## config.mk

```make
export PLATFORM = sky130hd
export DESIGN_NAME = shift_sub_div
export DESIGN_NICKNAME = d
export VERILOG_FILES = /design/src/rtl/shift_sub_div_pkg.sv /design/src/rtl/shift_sub_div_sub.sv /design/src/rtl/shift_sub_div.sv
export SDC_FILE = /design/constraint.sdc
export NUM_CORES = 1
export LEC_CHECK = 0
export CORE_MARGIN = 3
export CORE_UTILIZATION = 55
export CTS_BUF_LIST = sky130_fd_sc_hd__clkbuf_8
export DETAILED_ROUTE_END_ITERATION = 10
export GPL_TIMING_DRIVEN = 1
export PLACE_DENSITY = 0.84
export RECOVER_POWER = 25
export SLEW_MARGIN = 0
export SYNTH_ARGS = -nofsm -noshare
export SYNTH_HDL_FRONTEND = slang
export SYNTH_HIERARCHICAL = 1
export SYNTH_SLANG_ARGS = --single-unit
```

## constraint.sdc

```tcl
create_clock -name clk -period 4 [get_ports clk]
set_clock_uncertainty 0.05 [all_clocks]
set_input_delay 0.8 -clock clk [delete_from_list [all_inputs] [get_ports clk]]
set_output_delay 0.8 -clock clk [all_outputs]
set_load 0.02 [all_outputs]
```

## src/rtl/shift_sub_div_pkg.sv

```systemverilog
// rtl/shift_sub_div_pkg.sv - shared FSM definitions for the shift-subtract divider
// Holds the 2-bit state width and the state encodings IDLE=0, LOAD=1, CALC=2, DONE=3,
// the same encoding the shift-add multiplier FSM uses.
package shift_sub_div_pkg;

    localparam int STATE_W = 2;

    typedef enum logic [STATE_W-1:0] {
        IDLE = 2'd0,
        LOAD = 2'd1,
        CALC = 2'd2,
        DONE = 2'd3
    } state_t;

endpackage

```

## src/rtl/shift_sub_div_sub.sv

```systemverilog
// rtl/shift_sub_div_sub.sv - W-bit unsigned subtractor with borrow for the divider datapath
// Ports:
//   a, b    in   W    minuend, subtrahend
//   diff    out  W-1  low W-1 bits of a - b
//   borrow  out  1    top bit of a - b (1 when a < b)
module sub_n #(
    parameter int W = 5
) (
    input  logic [W-1:0] a,
    input  logic [W-1:0] b,
    output logic [W-2:0] diff,
    output logic         borrow
);

    logic [W-1:0] full;

    assign full   = a - b;
    assign diff   = full[W-2:0];
    assign borrow = full[W-1];

endmodule

```

## src/rtl/shift_sub_div.sv

```systemverilog
// rtl/shift_sub_div.sv - sequential restoring (shift-subtract) unsigned divider, one quotient bit per clock
// Optional feature macro: SHIFT_SUB_DIV_DZ_EN (adds the dz divide-by-zero flag and zeroes the result).
// Ports:
//   clk        in   1  system clock, posedge
//   rst        in   1  asynchronous active-high reset
//   start      in   1  start button level; operation starts on its falling edge
//   src1       in   N  dividend, sampled in LOAD
//   src2       in   N  divisor, sampled in LOAD
//   quotient   out  N  src1 / src2 while in DONE, else 0
//   remainder  out  N  src1 % src2 while in DONE, else 0
//   valid      out  1  one-cycle pulse on the first DONE cycle
//   busy       out  1  high in LOAD and CALC
//   dz         out  1  divide-by-zero flag (SHIFT_SUB_DIV_DZ_EN only)
module shift_sub_div
    import shift_sub_div_pkg::*;
#(
    parameter int N = 4
) (
    input  logic         clk,
    input  logic         rst,
    input  logic         start,
    input  logic [N-1:0] src1,
    input  logic [N-1:0] src2,
    output logic [N-1:0] quotient,
    output logic [N-1:0] remainder,
    output logic         valid,
`ifdef SHIFT_SUB_DIV_DZ_EN
    output logic         dz,
`endif
    output logic         busy
);

    localparam int CW = $clog2(N);
    localparam logic [CW-1:0] LAST = CW'(N - 1);

    state_t        state, next_state;
    logic          start_d;
    logic          start_edge;
    logic [N-1:0]  d_reg;
    logic [N-1:0]  q_reg;
    // The partial remainder is conceptually N+1 bits, but its top bit is always 0
    // after a successful subtract and is shifted out otherwise, so only N bits are kept.
    logic [N-1:0]  r_reg;
    logic [CW-1:0] cnt;
    logic          vflag;
    logic          vflag_d;
    logic [N:0]    shifted;
    logic [N-1:0]  t_low;
    logic          borrow;
    logic          show;

    // Release of the button, not the press, launches the operation.
    assign start_edge = start_d & ~start;

    assign shifted = {r_reg, q_reg[N-1]};

    sub_n #(.W(N + 1)) u_sub (
        .a      (shifted),
        .b      ({1'b0, d_reg}),
        .diff   (t_low),
        .borrow (borrow)
    );

    always_ff @(posedge clk or posedge rst) begin
        if (rst) begin
            state <= IDLE;
        end else begin
            state <= next_state;
        end
    end

    always_comb begin
        next_state = state;
        case (state)
            IDLE:    if (start_edge) next_state = LOAD;
            LOAD:    next_state = CALC;
            CALC:    if (cnt == LAST) next_state = DONE;
            DONE:    if (start_edge) next_state = LOAD;
            default: next_state = IDLE;
        endcase
    end

    always_ff @(posedge clk or posedge rst) begin
        if (rst) begin
            start_d <= 1'b0;
            d_reg   <= '0;
            q_reg   <= '0;
            r_reg   <= '0;
            cnt     <= '0;
            vflag   <= 1'b0;
            vflag_d <= 1'b0;
        end else begin
            start_d <= start;
            vflag_d <= vflag;
            case (state)
                LOAD: begin
                    d_reg <= src2;
                    q_reg <= src1;
                    r_reg <= '0;
                    cnt   <= '0;
                    vflag <= 1'b0;
                end
                CALC: begin
                    if (!borrow) begin
                        r_reg <= t_low;
                        q_reg <= {q_reg[N-2:0], 1'b1};
                    end else begin
                        r_reg <= shifted[N-1:0];
                        q_reg <= {q_reg[N-2:0], 1'b0};
                    end
                    cnt <= cnt + CW'(1);
                    // Raised on the way into DONE so the pulse lands on the first DONE cycle.
                    if (cnt == LAST) begin
                        vflag <= 1'b1;
                    end
                end
                default: begin
                end
            endcase
        end
    end

`ifdef SHIFT_SUB_DIV_DZ_EN
    always_ff @(posedge clk or posedge rst) begin
        if (rst) begin
            dz <= 1'b0;
        end else if (state == LOAD) begin
            dz <= (src2 == '0);
        end else if (state == IDLE) begin
            dz <= 1'b0;
        end
    end

    assign show = (state == DONE) && !dz;
`else
    assign show = (state == DONE);
`endif

    assign quotient  = show ? q_reg : '0;
    assign remainder = show ? r_reg : '0;
    assign valid     = vflag & ~vflag_d;
    assign busy      = (state == LOAD) || (state == CALC);

endmodule

```

==> results of run 1 <==
[kinds of logic after synthesis]
family / synth area share (%)
mux: 14.32
other cells: 0.3433
buf+inv: 5.613
flops: 43.53
simple gates: 11.00
compound gates: 8.706
fa+ha+maj: 13.29
xor+xnor: 3.208
[critical path, stage by stage, from the launching register on]
cell             delay, ns
dfrtp_1               0.40
inv_1                 0.10
ha_1                  0.58
inv_1                 0.14
clkdlybuf4s50_1       0.56
[final timing paths]
check,start,end,slack [ns],depth (start not counted)
worst max-delay path,state[0]$_DFFE_PP0P_,busy,1.11,4
worst min-delay path,vflag$_DFFE_PP0P_,vflag_d$_DFF_PP0_,0.36,0
worst max register to register,q_reg[3]$_DFFE_PP0P_,q_reg[0]$_DFFE_PP0P_,1.75,10
worst min register to register,vflag$_DFFE_PP0P_,vflag_d$_DFF_PP0_,0.36,0
max in group asynchronous,rst,r_reg[0]$_DFFE_PP0P_,2.43,2
min in group asynchronous,rst,start_d$_DFF_PP0_,1.03,2
[metrics by stage]
step | util [%] | instance area, µm² | hold WS (ns) | cells
3_5_place_dp | 72.36 | 1304 | 0.3459 | 147
6_report | 74.86 | 1349 | 0.3611 | 151
4_1_cts | 74.86 | 1349 | 0.3615 | 151
3_3_place_gp | 72.36 | 1304 | 0.3255 | 147
2_1_floorplan | - | 1092 | 0.3131 | 106
5_1_grt | 74.86 | 1349 | 0.3660 | 151
[synth_stat cells]
cell and number:
nor2b_1 1, a21o_1 2, a31oi_1 1, xnor2_1 3, xor2_1 1, o21ai_0 12
nand2_1 13, conb_1 1, mux2_1 1, inv_1 11, and2b_2 1, mux2_2 4
and2_1 8, a21oi_1 1, nand2b_1 1, dfrtp_1 19, ha_1 10, fa_1 1
buf_2 4, mux2i_1 10, a21oi_2 1
[power by group through the flow]
stage	clock network, W	logic [W]	registers, W
floorplan	0	0.000507	0.000321
global placement	0	0.000636	0.000335
detailed placement	0	0.000658	0.000341
CTS	0.000133	0.000668	0.000339
global route	0.000143	0.000739	0.000348
finish	0.000128	0.000666	0.000339
[cell type report]
cell class / instances / area [µm²]
inverters: 11 / 41.29
repair buffers: 20 / 200.2
clock inverters: 1 / 3.754
clock buffers: 3 / 41.29
flip-flops and latches: 19 / 475.5
fillers: 132 / 452.9
well taps: 25 / 31.28
multi-input cells: 72 / 555.5
[routing by layer]
metal  vias up  routed length (µm)  track usage [%]
met5         -                   0                0
met4         0                  21            8.072
met3         2                  77            2.671
met2        24                 911            28.26
met1       356                 900            21.32
li1        381                   -                -
==> impl_metrics.tcl, run 1 <==
set metrics [dict create \
    grt_pass1_vias 731 \
    setup_viol 0 \
    cts_tree "yes" \
    fin_ws_ns 1.115 \
    fp-row-count 15 \
    syn_area_um2 1092 \
    synth_cell_types 21 \
    yosysWarnings 6 \
    die_area_um2 2557 \
    max_freq_ghz 0.3466 \
    finalCritPeriodShare_pct 72.13 \
    cts_buffer_depth 2 \
    fp.dieW_um 50.57 \
    p_sw_share_pct 41.58 \
    p_sw_w 0.0004707 \
    nets 149 \
    syn_inst 106 \
    numCtsBuffers 3 \
    antenna_found_initial 0 \
    relSlewSlack_pct 54.62 \
    grt_pass1_wl_um 3249 \
    n_antenna_cell 0 \
    drt_drc_violations_left 0 \
    clock-sinks 19 \
    crit_type "reg -> out" \
    yosysTopAreaCell "dfrtp_1" \
    syn_to_final_growth_pct 23.48 \
    drt_iter0_markers 10 \
    synth_nets 128 \
    pre_cts_slack_ns 1.379 \
    ys_seq_area_share_pct 43.53 \
    pwr-share-comb_pct 58.8 \
    boundaryPins 21 \
    hpwl_um 1436 \
    synthTopCellsByArea "dfrtp_1, ha_1, mux2i_1" \
    grt_max_degree 20 \
    start_kind "flip-flop" \
    root_buffer "clkbuf_8" \
    p_int_w 0.0006614 \
    period_needed_ns 2.885 \
    grt.total_usage_pct 16.96 \
    via_count 763 \
    start_util_pct 60.63 \
    ys_seq_elements 19 \
    core_area_um2 1802 \
    hp-class "reg -> reg" \
    drive_gt1_share_pct 7.143 \
    grt_overflow 0 \
    fin_total_pwr_w 0.001132 \
    synth_top_cell_area_share_pct 43.53 \
    worstMarginPinSlew_ns 0.6799 \
    cellLeakagePower_nw 0.6569 \
    cts_setup_buffers 0 \
    maxCapViolations 0 \
    setup_tns_ns 0 \
    rsz0062_at_grt "false" \
    avgRoutedWirePerCell_um 12.65 \
    powerDensity_nw_per_um2 839.3 \
    worst-endpoint-arrival_ns 2.04 \
    clkLatencyLatePin_ns 0.25 \
    clkSlewWorstSetupHoldPaths_ns 0.07 \
    cp.required_ns 3.15 \
    synth.avg_cell_area_um2 10.30 \
    most-common-layout-cells "dfrtp_1, clkdlybuf4s50_1, nand2_1" \
    ir_drop_uv 444.9 \
    ant_nets 0 \
    status "complete, no violations" \
    clockPowerShare_pct 11.3 \
    layout_commonest_cell "dfrtp_1" \
    endpoint_kind "primary output" \
    drv_slew 0 \
    first_pass_iters 6 \
    hold_viol_final 0 \
    worstPathMaxFanout 18 \
    routed_via_density 5.053 \
    io_buffers 20 \
    hold_buffers 0 \
    die_h_um 50.57 \
    drt-total-wl_um 1910 \
    place_congestion 0.7433 \
    cts_max_level 1 \
    pwr-share-seq_pct 29.9 \
    cts_resized 0 \
]
No activity file was read; power rests on OpenSTA's default activity.
==> run 2, diff against run 1 <==
--- a/config.mk
+++ b/config.mk
@@ -6,11 +6,11 @@
 export NUM_CORES = 1
 export LEC_CHECK = 0
 export CORE_MARGIN = 3
-export CORE_UTILIZATION = 55
+export CORE_UTILIZATION = 53
 export CTS_BUF_LIST = sky130_fd_sc_hd__clkbuf_8
 export DETAILED_ROUTE_END_ITERATION = 10
 export GPL_TIMING_DRIVEN = 1
-export PLACE_DENSITY = 0.84
+export PLACE_DENSITY = 0.81
 export RECOVER_POWER = 25
 export SLEW_MARGIN = 0
 export SYNTH_ARGS = -nofsm -noshare
==> constraint.sdc (replaced) <==
create_clock -name clk -period 2.7 [get_ports clk]
set_clock_uncertainty 0.05 [all_clocks]
set_input_delay 0.54 -clock clk [delete_from_list [all_inputs] [get_ports clk]]
set_output_delay 0.54 -clock clk [all_outputs]
set_load 0.02 [all_outputs]
==> impl_metrics.tcl, run 2 (synthesis results as in run 1) <==
set metrics [dict create \
    cts_buffer_depth 2 \
    place_area_um2 1311 \
    crit_type "reg -> out" \
    worstMarginPinSlew_ns 0.7089 \
    ant_nets 0 \
    pwr-share-seq_pct 29.7 \
    clockPowerShare_pct 11.5 \
    cts_setup_buffers 0 \
    fp.dieW_um 51.40 \
    period_needed_ns 2.367 \
    setup_tns_ns 0 \
    p_sw_w 0.0006898 \
    pwr-share-comb_pct 58.8 \
    clkSlewWorstSetupHoldPaths_ns 0.07 \
    fin_ws_ns 0.3328 \
    start_kind "flip-flop" \
    hold_buffers 0 \
    finalCritPeriodShare_pct 87.67 \
    max_stage_delay_ns 0.61 \
    p_sw_share_pct 41.12 \
    cts_max_level 1 \
    cp_common_cell "inv_1" \
    fin_total_pwr_w 0.001677 \
    drt_drc_violations_left 0 \
    path_cells "inv_1 > ha_1 > inv_1 > clkdlybuf4s50_1" \
    p_int_w 0.0009877 \
    grt_pass1_vias 812 \
    cts_resized 0 \
    grt_pass1_wl_um 3484 \
    numCtsBuffers 3 \
    drt_iter0_markers 12 \
    clock-sinks 19 \
    multiInputGateArea_um2 555.5 \
    cellLeakagePower_nw 0.6615 \
    core_area_um2 1839 \
    fp-row-count 15 \
    startpoint "state[0]$_DFFE_PP0P_" \
    hp-class "reg -> reg" \
    ir_drop_uv 671.7 \
    syn_to_final_growth_pct 24.17 \
    pre_cts_slack_ns 0.5108 \
    min_delay_path_depth 0 \
    nets 150 \
    cp.required_ns 2.11 \
    drt-total-wl_um 1901 \
    powerDensity_nw_per_um2 1237 \
    drive_gt1_share_pct 7.874 \
    grt_max_degree 20 \
    cts_tree "yes" \
    grt_overflow 0 \
    antenna_found_initial 0 \
    hpwl_um 1464 \
    worst-endpoint-arrival_ns 1.78 \
    maxCapViolations 0 \
    final_cell_area_um2 1356 \
    grt.total_usage_pct 17.52 \
    rsz0062_at_grt "false" \
    root_buffer "clkbuf_8" \
    via_count 784 \
    most-common-layout-cells "dfrtp_1, clkdlybuf4s50_1, nand2_1" \
    rr_startpoint "q_reg[3]$_DFFE_PP0P_" \
    clkLatencyLatePin_ns 0.25 \
    boundaryPins 21 \
    place_congestion 0.7864 \
    slowest_stage "clkdlybuf4s50_1" \
    whs_ns 0.3538 \
    max_freq_ghz 0.4224 \
    drv_slew 0 \
    n_antenna_cell 0 \
    io_buffers 20 \
    r2r_setup_slack_ns 0.49 \
    seqCellArea_um2 475.5 \
    fillers 147 \
    status "complete, no violations" \
    hold_viol_final 0 \
    layout_commonest_cell "dfrtp_1" \
    die_h_um 51.40 \
    endpoint_kind "primary output" \
    first_pass_iters 4 \
    reg2reg_to "r_reg[0]$_DFFE_PP0P_" \
    worstPathMaxFanout 4 \
    relSlewSlack_pct 52.69 \
    avgRoutedWirePerCell_um 12.51 \
    endpoint "busy" \
    die_area_um2 2641 \
    start_util_pct 59.39 \
    setup_viol 0 \
    worstRegToRegCells 9 \
    routed_via_density 5.158 \
]
## run 2: cell type report
class / instances / share of cell area, %
Tap cell: 25 / 2.306
Clock inverter: 1 / 0.2768
Multi-Input combinational cell: 72 / 40.96
Inverter: 11 / 3.044
Sequential cell: 19 / 35.06
Clock buffer: 3 / 3.044
Timing Repair Buffer: 21 / 15.31
## run 2: worst min-delay path by stage
| stage | start | endpoint | slack, ns |
|---|---|---|---|
| 2_1_floorplan | vflag$_DFFE_PP0P_ | vflag_d$_DFF_PP0_ | 0.31 |
| 3_3_place_gp | vflag$_DFFE_PP0P_ | vflag_d$_DFF_PP0_ | 0.32 |
| 3_5_place_dp | vflag$_DFFE_PP0P_ | vflag_d$_DFF_PP0_ | 0.34 |
| 4_1_cts | vflag$_DFFE_PP0P_ | vflag_d$_DFF_PP0_ | 0.35 |
| 5_1_grt | vflag$_DFFE_PP0P_ | vflag_d$_DFF_PP0_ | 0.38 |
| 6_report | vflag$_DFFE_PP0P_ | vflag_d$_DFF_PP0_ | 0.35 |
## run 2: power groups by stage
| stage | clock network [W] | logic [W] | registers, W |
|---|---|---|---|
| after detailed placement | 0 | 0.000989 | 0.000503 |
| after floorplan | 0 | 0.000751 | 0.000476 |
| after global placement | 0 | 0.000959 | 0.000495 |
| after global routing | 0.000214 | 0.00111 | 0.000520 |
| after CTS | 0.000199 | 0.00100 | 0.000499 |
| final | 0.000193 | 0.000986 | 0.000498 |
## run 2: critical path: cells and delay by family, from the launching register on
family	cells	cell delay [ns]
flip-flops	1	0.40
buffers and inverters	3	0.81
adder cells (fa/ha/maj)	1	0.32
## run 2: layer usage
layer  vias to the layer above  global-route usage (%)  wire [µm]
li1                        389                       -          -
met1                       371                   21.50        887
met2                        21                   30.08        903
met3                         3                   4.373         94
met4                         0                   5.240         17
met5                         -                       0          0
## run 2: stage by stage
stage,utilization (%),std cells
2_1_floorplan,-,106
3_3_place_gp,71.29,148
3_5_place_dp,71.29,148
4_1_cts,73.74,152
5_1_grt,73.74,152
6_report,73.74,152
==> run 3, diff against run 2 <==
--- a/config.mk
+++ b/config.mk
@@ -8,7 +8,9 @@
 export CORE_MARGIN = 3
 export CORE_UTILIZATION = 53
 export CTS_BUF_LIST = sky130_fd_sc_hd__clkbuf_8
+export CTS_CLUSTER_SIZE = 10
 export DETAILED_ROUTE_END_ITERATION = 10
+export GPL_ROUTABILITY_DRIVEN = 0
 export GPL_TIMING_DRIVEN = 1
 export PLACE_DENSITY = 0.81
 export RECOVER_POWER = 25
==> results of run 3 <==
Same layout as run 2: the final DEF is identical, and so are final timing and power.
